File: src/rtl/serial_alu_ctrl.sv
// ---------------------------------------------------------------------------
// serial_alu_ctrl
//
// Bit-serial ALU sequencer. One WIDTH-bit operation is accepted through a
// valid/ready handshake. A single 1-bit ALU slice then processes it LSB
// first, one bit per clock. The ripple carry is held in a flop between
// cycles. The assembled result and flags are presented through a second
// valid/ready handshake.
//
// Parameters
//   WIDTH      operand/result width in bits (>= 2)
//
// Ports
//   clk        rising-edge clock
//   rst_n      asynchronous active-low reset
//   in_valid   operation request
//   in_ready   block can accept a request (high only in IDLE)
//   alu_op     4-bit opcode, captured on accept
//   op_a       operand A, captured on accept
//   op_b       operand B, captured on accept
//   out_valid  result available (high only in DONE)
//   out_ready  consumer takes the result
//   abort      (only with SERIAL_ALU_ABORT_EN) abandons the operation in RUN
//   result     assembled result
//   carry_out  carry out of the MSB slice (ADD/SUB), else 0
//   overflow   signed overflow (ADD/SUB), else 0
//   zero       result == 0
//   op_err     captured opcode is unsupported
//
// Configuration
//   SERIAL_ALU_ABORT_EN  adds the abort input. When it is undefined, the
//                        port is absent and RUN always lasts WIDTH edges.
// ---------------------------------------------------------------------------
module serial_alu_ctrl #(
  parameter int WIDTH = 8
) (
  input  logic             clk,
  input  logic             rst_n,
  input  logic             in_valid,
  output logic             in_ready,
  input  logic [3:0]       alu_op,
  input  logic [WIDTH-1:0] op_a,
  input  logic [WIDTH-1:0] op_b,
  output logic             out_valid,
  input  logic             out_ready,
`ifdef SERIAL_ALU_ABORT_EN
  input  logic             abort,
`endif
  output logic [WIDTH-1:0] result,
  output logic             carry_out,
  output logic             overflow,
  output logic             zero,
  output logic             op_err
);

  localparam int CW = $clog2(WIDTH);
  localparam logic [CW-1:0] LAST_BIT = CW'(WIDTH - 1);

  localparam logic [3:0] OP_AND  = 4'b0000;
  localparam logic [3:0] OP_OR   = 4'b0001;
  localparam logic [3:0] OP_ADD  = 4'b0010;
  localparam logic [3:0] OP_SUB  = 4'b0110;
  localparam logic [3:0] OP_NOR  = 4'b1100;
  localparam logic [3:0] OP_NAND = 4'b1101;

  typedef enum logic [1:0] {
    IDLE = 2'd0,
    RUN  = 2'd1,
    DONE = 2'd2
  } state_t;

  state_t           state;
  logic [3:0]       op_q;
  logic [WIDTH-1:0] a_sh;
  logic [WIDTH-1:0] b_sh;
  logic [WIDTH-1:0] res_sh;
  logic             carry_q;
  logic [CW-1:0]    bit_cnt;

  logic             slice_b;
  logic             slice_sum;
  logic             slice_cout;
  logic             op_ok;
  logic             is_arith;
  logic [WIDTH-1:0] res_next;
  logic             abort_hit;

  // Without the abort option, the abort condition is tied off.
  // This keeps a single RUN code path for both builds.
`ifdef SERIAL_ALU_ABORT_EN
  assign abort_hit = abort;
`else
  assign abort_hit = 1'b0;
`endif

  // The 1-bit ALU slice. It always looks at the LSBs of the captured operand
  // shift registers and at the carry flop. SUB is an add with B inverted;
  // its carry flop was preloaded with 1 on accept.
  always_comb begin
    slice_b    = (op_q == OP_SUB) ? ~b_sh[0] : b_sh[0];
    slice_sum  = 1'b0;
    slice_cout = 1'b0;
    op_ok      = 1'b1;
    case (op_q)
      OP_AND:  slice_sum = a_sh[0] & b_sh[0];
      OP_OR:   slice_sum = a_sh[0] | b_sh[0];
      OP_ADD,
      OP_SUB: begin
        slice_sum  = a_sh[0] ^ slice_b ^ carry_q;
        slice_cout = (a_sh[0] & slice_b) | (a_sh[0] & carry_q) | (slice_b & carry_q);
      end
      OP_NOR:  slice_sum = ~a_sh[0] & ~b_sh[0];
      OP_NAND: slice_sum = ~a_sh[0] | ~b_sh[0];
      default: op_ok = 1'b0;
    endcase
  end

  // The new slice bit enters at the MSB. After WIDTH shifts, the first bit
  // produced has reached bit 0.
  assign res_next = {slice_sum, res_sh[WIDTH-1:1]};
  assign is_arith = (op_q == OP_ADD) || (op_q == OP_SUB);

  // Sequencer FSM with registered handshake and result outputs.
  // On the last RUN edge, carry_q still holds the carry into the MSB slice.
  // XOR-ing it with the slice carry-out gives signed overflow.
  // Result outputs are written only on DONE entry. They therefore hold
  // their values through IDLE, aborts and backpressure.
  always_ff @(posedge clk or negedge rst_n) begin
    if (!rst_n) begin
      state     <= IDLE;
      in_ready  <= 1'b1;
      out_valid <= 1'b0;
      result    <= '0;
      carry_out <= 1'b0;
      overflow  <= 1'b0;
      zero      <= 1'b0;
      op_err    <= 1'b0;
      op_q      <= '0;
      a_sh      <= '0;
      b_sh      <= '0;
      res_sh    <= '0;
      carry_q   <= 1'b0;
      bit_cnt   <= '0;
    end else begin
      case (state)
        IDLE: begin
          if (in_valid) begin
            state    <= RUN;
            in_ready <= 1'b0;
            op_q     <= alu_op;
            a_sh     <= op_a;
            b_sh     <= op_b;
            res_sh   <= '0;
            carry_q  <= (alu_op == OP_SUB);
            bit_cnt  <= '0;
          end
        end
        RUN: begin
          if (abort_hit) begin
            state    <= IDLE;
            in_ready <= 1'b1;
          end else begin
            a_sh    <= a_sh >> 1;
            b_sh    <= b_sh >> 1;
            res_sh  <= res_next;
            carry_q <= slice_cout;
            bit_cnt <= bit_cnt + CW'(1);
            if (bit_cnt == LAST_BIT) begin
              state     <= DONE;
              out_valid <= 1'b1;
              result    <= res_next;
              carry_out <= is_arith & slice_cout;
              overflow  <= is_arith & (carry_q ^ slice_cout);
              zero      <= (res_next == '0);
              op_err    <= ~op_ok;
            end
          end
        end
        DONE: begin
          if (out_ready) begin
            state     <= IDLE;
            in_ready  <= 1'b1;
            out_valid <= 1'b0;
          end
        end
        default: begin
          state     <= IDLE;
          in_ready  <= 1'b1;
          out_valid <= 1'b0;
        end
      endcase
    end
  end

endmodule

File: config.mk
export PLATFORM = sky130hd
export DESIGN_NAME = serial_alu_ctrl
export DESIGN_NICKNAME = d
export VERILOG_FILES = /design/src/rtl/serial_alu_ctrl.sv
export SDC_FILE = /design/constraint.sdc
export NUM_CORES = 1
export LEC_CHECK = 0
export ABC_AREA = 0
export CAP_MARGIN = 15
export CORE_MARGIN = 2
export CORE_UTILIZATION = 55
export DETAILED_ROUTE_END_ITERATION = 7
export PLACE_DENSITY = 0.9
export SETUP_SLACK_MARGIN = 0.15
export SLEW_MARGIN = 20
export SYNTH_ARGS = -nofsm -noshare
export SYNTH_HDL_FRONTEND = slang
export SYNTH_SLANG_ARGS = --single-unit
File: constraint.sdc
create_clock -name clk -period 3.58 [get_ports clk]
set_clock_uncertainty 0.05 [all_clocks]
set_input_delay 0.716 -clock clk [delete_from_list [all_inputs] [get_ports clk]]
set_output_delay 0.716 -clock clk [all_outputs]
set_load 0.02 [all_outputs]
After elaboration in Yosys (flattened, before gate mapping)
Index checks and enable logic that the tools add are counted.
Operators by class
  $add $sub $neg: 1
  $mul: 0
  divide/modulo/power cells: 0
  order comparisons: 0
  equal/unequal tests: 12
  shift operators: 0
  mux-type cells: 24
  bitwise operators: 19
  reductions and logical operators: 13
Operator list (number)
  8-bit case mux with 2 select lines: 3
  8-bit two-way mux: 3
  3-bit AND reduction: 3
  4-bit by 3-bit equality test with 1-bit output, second input constant: 2
  4-bit equality test, second input constant: 2
  8-bit logical NOT: 1
  1-bit two-way mux: 8
  1-bit bitwise AND: 7
  2-bit two-way mux: 3
  2-bit != test, second input constant: 3
  1-bit case mux with 3 select lines: 2
  2-bit case mux with 3 select lines: 1
  3-bit case mux with 2 select lines: 1
  2-bit AND reduction: 3
  6-bit OR reduction: 1
  1-bit inverter: 5
  1-bit case mux with 5 select lines: 1
  4-bit by 1-bit equality test with 1-bit output, second input constant: 1
  4-bit by 2-bit equality test with 1-bit output, second input constant: 1
  4-bit logical NOT: 1
  1-bit bitwise OR: 4
  3-bit by 1-bit adder with 3-bit output, second input constant: 1
  3-bit equality test, second input constant: 1
  3-bit two-way mux: 1
  8 further kinds: 10
Storage, ports and cells
  bits in registers: 48
  latch bits: 0
  RAM bits: 0
  ROM bits: 0
  bits of input ports: 24
  output and inout bits: 14
  word-level logic and storage cells: 83
  memories: 0

Logic depth before layout (Yosys ltp)
  word-level depth: 8
  gate-level depth with buffers: 7

Worst setup path before layout
No wires, ideal clock.
  kind: register to register
  from: register op_q[0]
  to: register res_sh[7]
  arrival time: 1.822 ns
  required time: 3.402 ns
  setup slack: 1.580 ns
  stages on the path, launching flop included: 8
  path buffers: 0
  cell sequence: dfrtp_1 -> nor3b_2 -> nand2_1 -> xnor2_1 -> fa_1 -> a22oi_1 -> o31a_1 -> o21ai_0
On the way
  longest elaborated chain between the ends: 6
  elaborated cells on any way between the ends: 12
  classes of those cells: eq/ne (5); mux (3); bitwise (2); reduce/logical (2)
Ends and longest elaborated chain
  from (decl): RTL line 73  | logic [3:0] op_q;
  from (signal assigned): RTL line 150  | op_q <= alu_op;
  4-bit by 3-bit equality test with 1-bit output: RTL line 100, 104
  1-bit two-way mux: RTL line 100  | slice_b = (op_q == OP_SUB) ? ~b_sh[0] : b_sh[0];
  1-bit bitwise XOR (2 in a row): RTL line 109  | slice_sum = a_sh[0] ^ slice_b ^ carry_q;
  1-bit case mux with 5 select lines *: RTL line 104  | case (op_q)
  8-bit case mux with 2 select lines *: RTL line 145  | case (state)
  to (signal assigned): RTL line 165  | res_sh <= res_next;
  to (decl): RTL line 76  | logic [WIDTH-1:0] res_sh;
Mark *: on every way between the ends. The rest lies on a longest branch, timed or not.
A chain may end at the register's enable or synchronous reset.

Final worst setup path
  from: register op_q[3]
  to: register res_sh[7]
Same word-level chain as after synthesis.

==> flow_summary.yaml <==
status:
  status: "finished, final reports clean"
critical_path:
  cp_top_family: "simple AND/OR/NAND/NOR gates"
  worstPathRequired_ps: 3700
  start_kind: "flop"
  worstSetupPathType: "flop to flop"
  crit_path_max_fanout: 6
  end_kind: "flop"
  critPathSlowestCell: "dfrtp_1"
  cpPeakStageDelay_ps: 440
  critPathArrivalTime_ps: 2380
  critical_path_buf_inv_count: 0
  path_cells: "nor3b_2, nand2_1, xnor2_1, fa_1, a22oi_1, o31a_1, o21ai_0"
floorplanning:
  num_rows: 22
  io_pins: 38
  core-area_um2: 3660
  dieArea_um2: 4330
  fp.dieW_um: 65.8
  initial_core_util_pct: 57.3
  die_h_um: 65.8
logic_synthesis:
  syn_area_per_cell_um2: 9.67
  ys_ff_latch: 47
  ys_warn_count: 0
  yosysUniqueCellTypes: 35
  synth_most_common_cell: "nand2_1"
  syn_nets: 244
  synth_top_area_cell: "dfrtp_1"
  synth_async_sr_flop_share_pct: 100
  synth-seq-area-share_pct: 56.1
  synth_edf_count: 0
  synthTopCellsByArea: "dfrtp_1 (55%), nand2_1 (13%), a31oi_1 (4.5%)"
  synthTopCellsByCount: "nand2_1 (70), dfrtp_1 (46), nor2_1 (16), a31oi_1 (15), nand3_1 (13)"
  yosysTopAreaCellShare_pct: 54.9
  syn_area_um2: 2100
  synthCells: 217
  synth_flop_cell: "dfrtp_1"
detailed_routing:
  drtPass1Iterations: 4
  drt_iter0_markers: 92
  ant_nets: 0
  vias: 1616
  drc: 0
  wirelength_um: 3920
  wl_per_cell_um: 13.0
  avgViaCountPerCell: 5.37
pwr:
  pwr-share-clk_pct: 19.5
  internal_power_uw: 1460
  vdd.ir_drop.worst_uv: 580
  p_seq_share_pct: 41.1
  switching_share_pct: 37.1
  pwr_density_cell_nw_per_um2: 889
  power_leakage_uw: 0.00119
  pwr-share-comb_pct: 39.4
  switchingPower_uw: 862
timing:
  slew_viol_final: 0
  fin_crit_sh_pct: 63.1
  finalSetupViolCount: 0
  fmax_mhz: 443
  slew-limit-headroom_pct: 61.4
  rsz0062_at_grt: "no"
  tightest_slew_ps: 579
  finalSetupTns_ps: 0
  period_minus_slack_ps: 2260
  hold_viol: 0
clock_tree:
  clock_sinks: 47
  cts_resized: 0
  insertion_delay_ps: 300
  cts_made_buffers: 5
  cts_hold_buf: 0
  cts_setup_buffers: 0
  clkTransAtPathRegs_ps: 80
  clock_path_buffers: 2
  h-tree-depth: 2
  cts-root-buf: "clkbuf_8"
  cts_tree: "yes"
cells_and_area:
  syn_to_final_growth_pct: 24.4
  diodes: 0
  multiInputGateArea_um2: 843
  final-seq-area_um2: 1180
  finalNetCount: 279
  fill_cells: 276
  fin_area_um2: 2610
  drive_above_1_share_pct: 10.3
placed_design:
  dp_hpwl_um: 2620
  io_buffers: 37
  place_area_um2: 2480
  gp_congestion: 0.790
grt:
  grt_pass1_wl_um: 6770
  grt_max_degree: 48
  antenna_found_initial: 0
  overflow: 0
  grt_pass1_vias: 1536
  track_usage_pct: 20.7
min_path:
  hold_class: "input port to async pin"
flow_run:
  drv_cap: 0
worst paths after layout:
check | endpoint | from | slack, ps | cells after the start
worst min register to register | carry_out | carry_out | 440 | 2
worst max register to register | res_sh[7] | op_q[3] | 1320 | 7
min in group clk | carry_out | carry_out | 440 | 2
max in group asynchronous | a_sh[7] | rst_n | 2730 | 1
worst min-delay path | result[2] | rst_n | 360 | 1
worst max-delay path | res_sh[7] | op_q[3] | 1320 | 7
kinds of logic (layout without fill, tap and decap cells):
group | Yosys count | in the layout | share of synthesized area, %
muxes | 7 | 7 | 3.76
adders and majority gates | 5 | 5 | 3.16
DFF | 47 | 47 | 56.1
AOI/OAI and AO/OA | 33 | 33 | 9.90
buffers and inverters | 14 | 50 | 3.70
xor gates and xnor gates | 2 | 2 | 0.835
and+or+nand+nor | 109 | 109 | 22.5
power by group through the flow:
stage	clock network [µW]	logic [µW]	registers, µW
2_1_floorplan	0	605	991
3_3_place_gp	0	877	950
3_5_place_dp	0	921	958
4_1_cts	459	924	954
5_1_grt	482	1030	984
6_report	452	916	955
per-layer routing:
layer	up-vias	track usage (%)	wire, µm
li1	805	-	-
met1	753	27.0	1740
met2	47	32.1	1860
met3	11	5.48	201
met4	0	9.90	112
met5	-	0	0
through the flow:
stage	hold slack [ps]	utilization (%)	instances	total power (µW)	setup WS, ps
after floorplan	370	-	217	1600	1580
after detailed placement	423	67.6	293	1880	1200
final	359	71.3	301	2320	1320
after CTS	442	71.3	301	2340	1320
after global placement	411	67.6	293	1830	1260
after global routing	394	71.3	301	2500	1190
placed cells by master, fill, tap and decap left out, types with 4 or more instances in the layout:
| cell type | instances |
|---|---|
| nand3_1 | 13 |
| a31oi_1 | 15 |
| dfrtp_1 | 46 |
| mux2_2 | 7 |
| buf_4 | 4 |
| nor2_1 | 16 |
| a21oi_1 | 4 |
| clkbuf_8 | 5 |
| o21ai_0 | 8 |
| nand2_1 | 70 |
| clkdlybuf4s50_1 | 36 |
flip-flops by register name, indices dropped and copies added (netlist names):
| register | flops |
|---|---|
| a_sh | 8 |
| zero | 1 |
| op_q | 4 |
| b_sh | 8 |
| in_ready | 1 |
| carry_q | 1 |
| state | 2 |
| op_err | 1 |
| carry_out | 1 |
| overflow | 1 |
| out_valid | 1 |
| result | 8 |
| res_sh | 7 |
| bit_cnt | 3 |
cell type report:
type	instances	share of cell area, %
Timing Repair Buffer	40	14.9
Tap cell	48	2.30
Inverter	2	0.287
Clock buffer	6	2.78
Sequential cell	47	45.1
Multi-Input combinational cell	156	32.3
Clock inverter	2	2.30
Power figures use the tool's default switching activity.
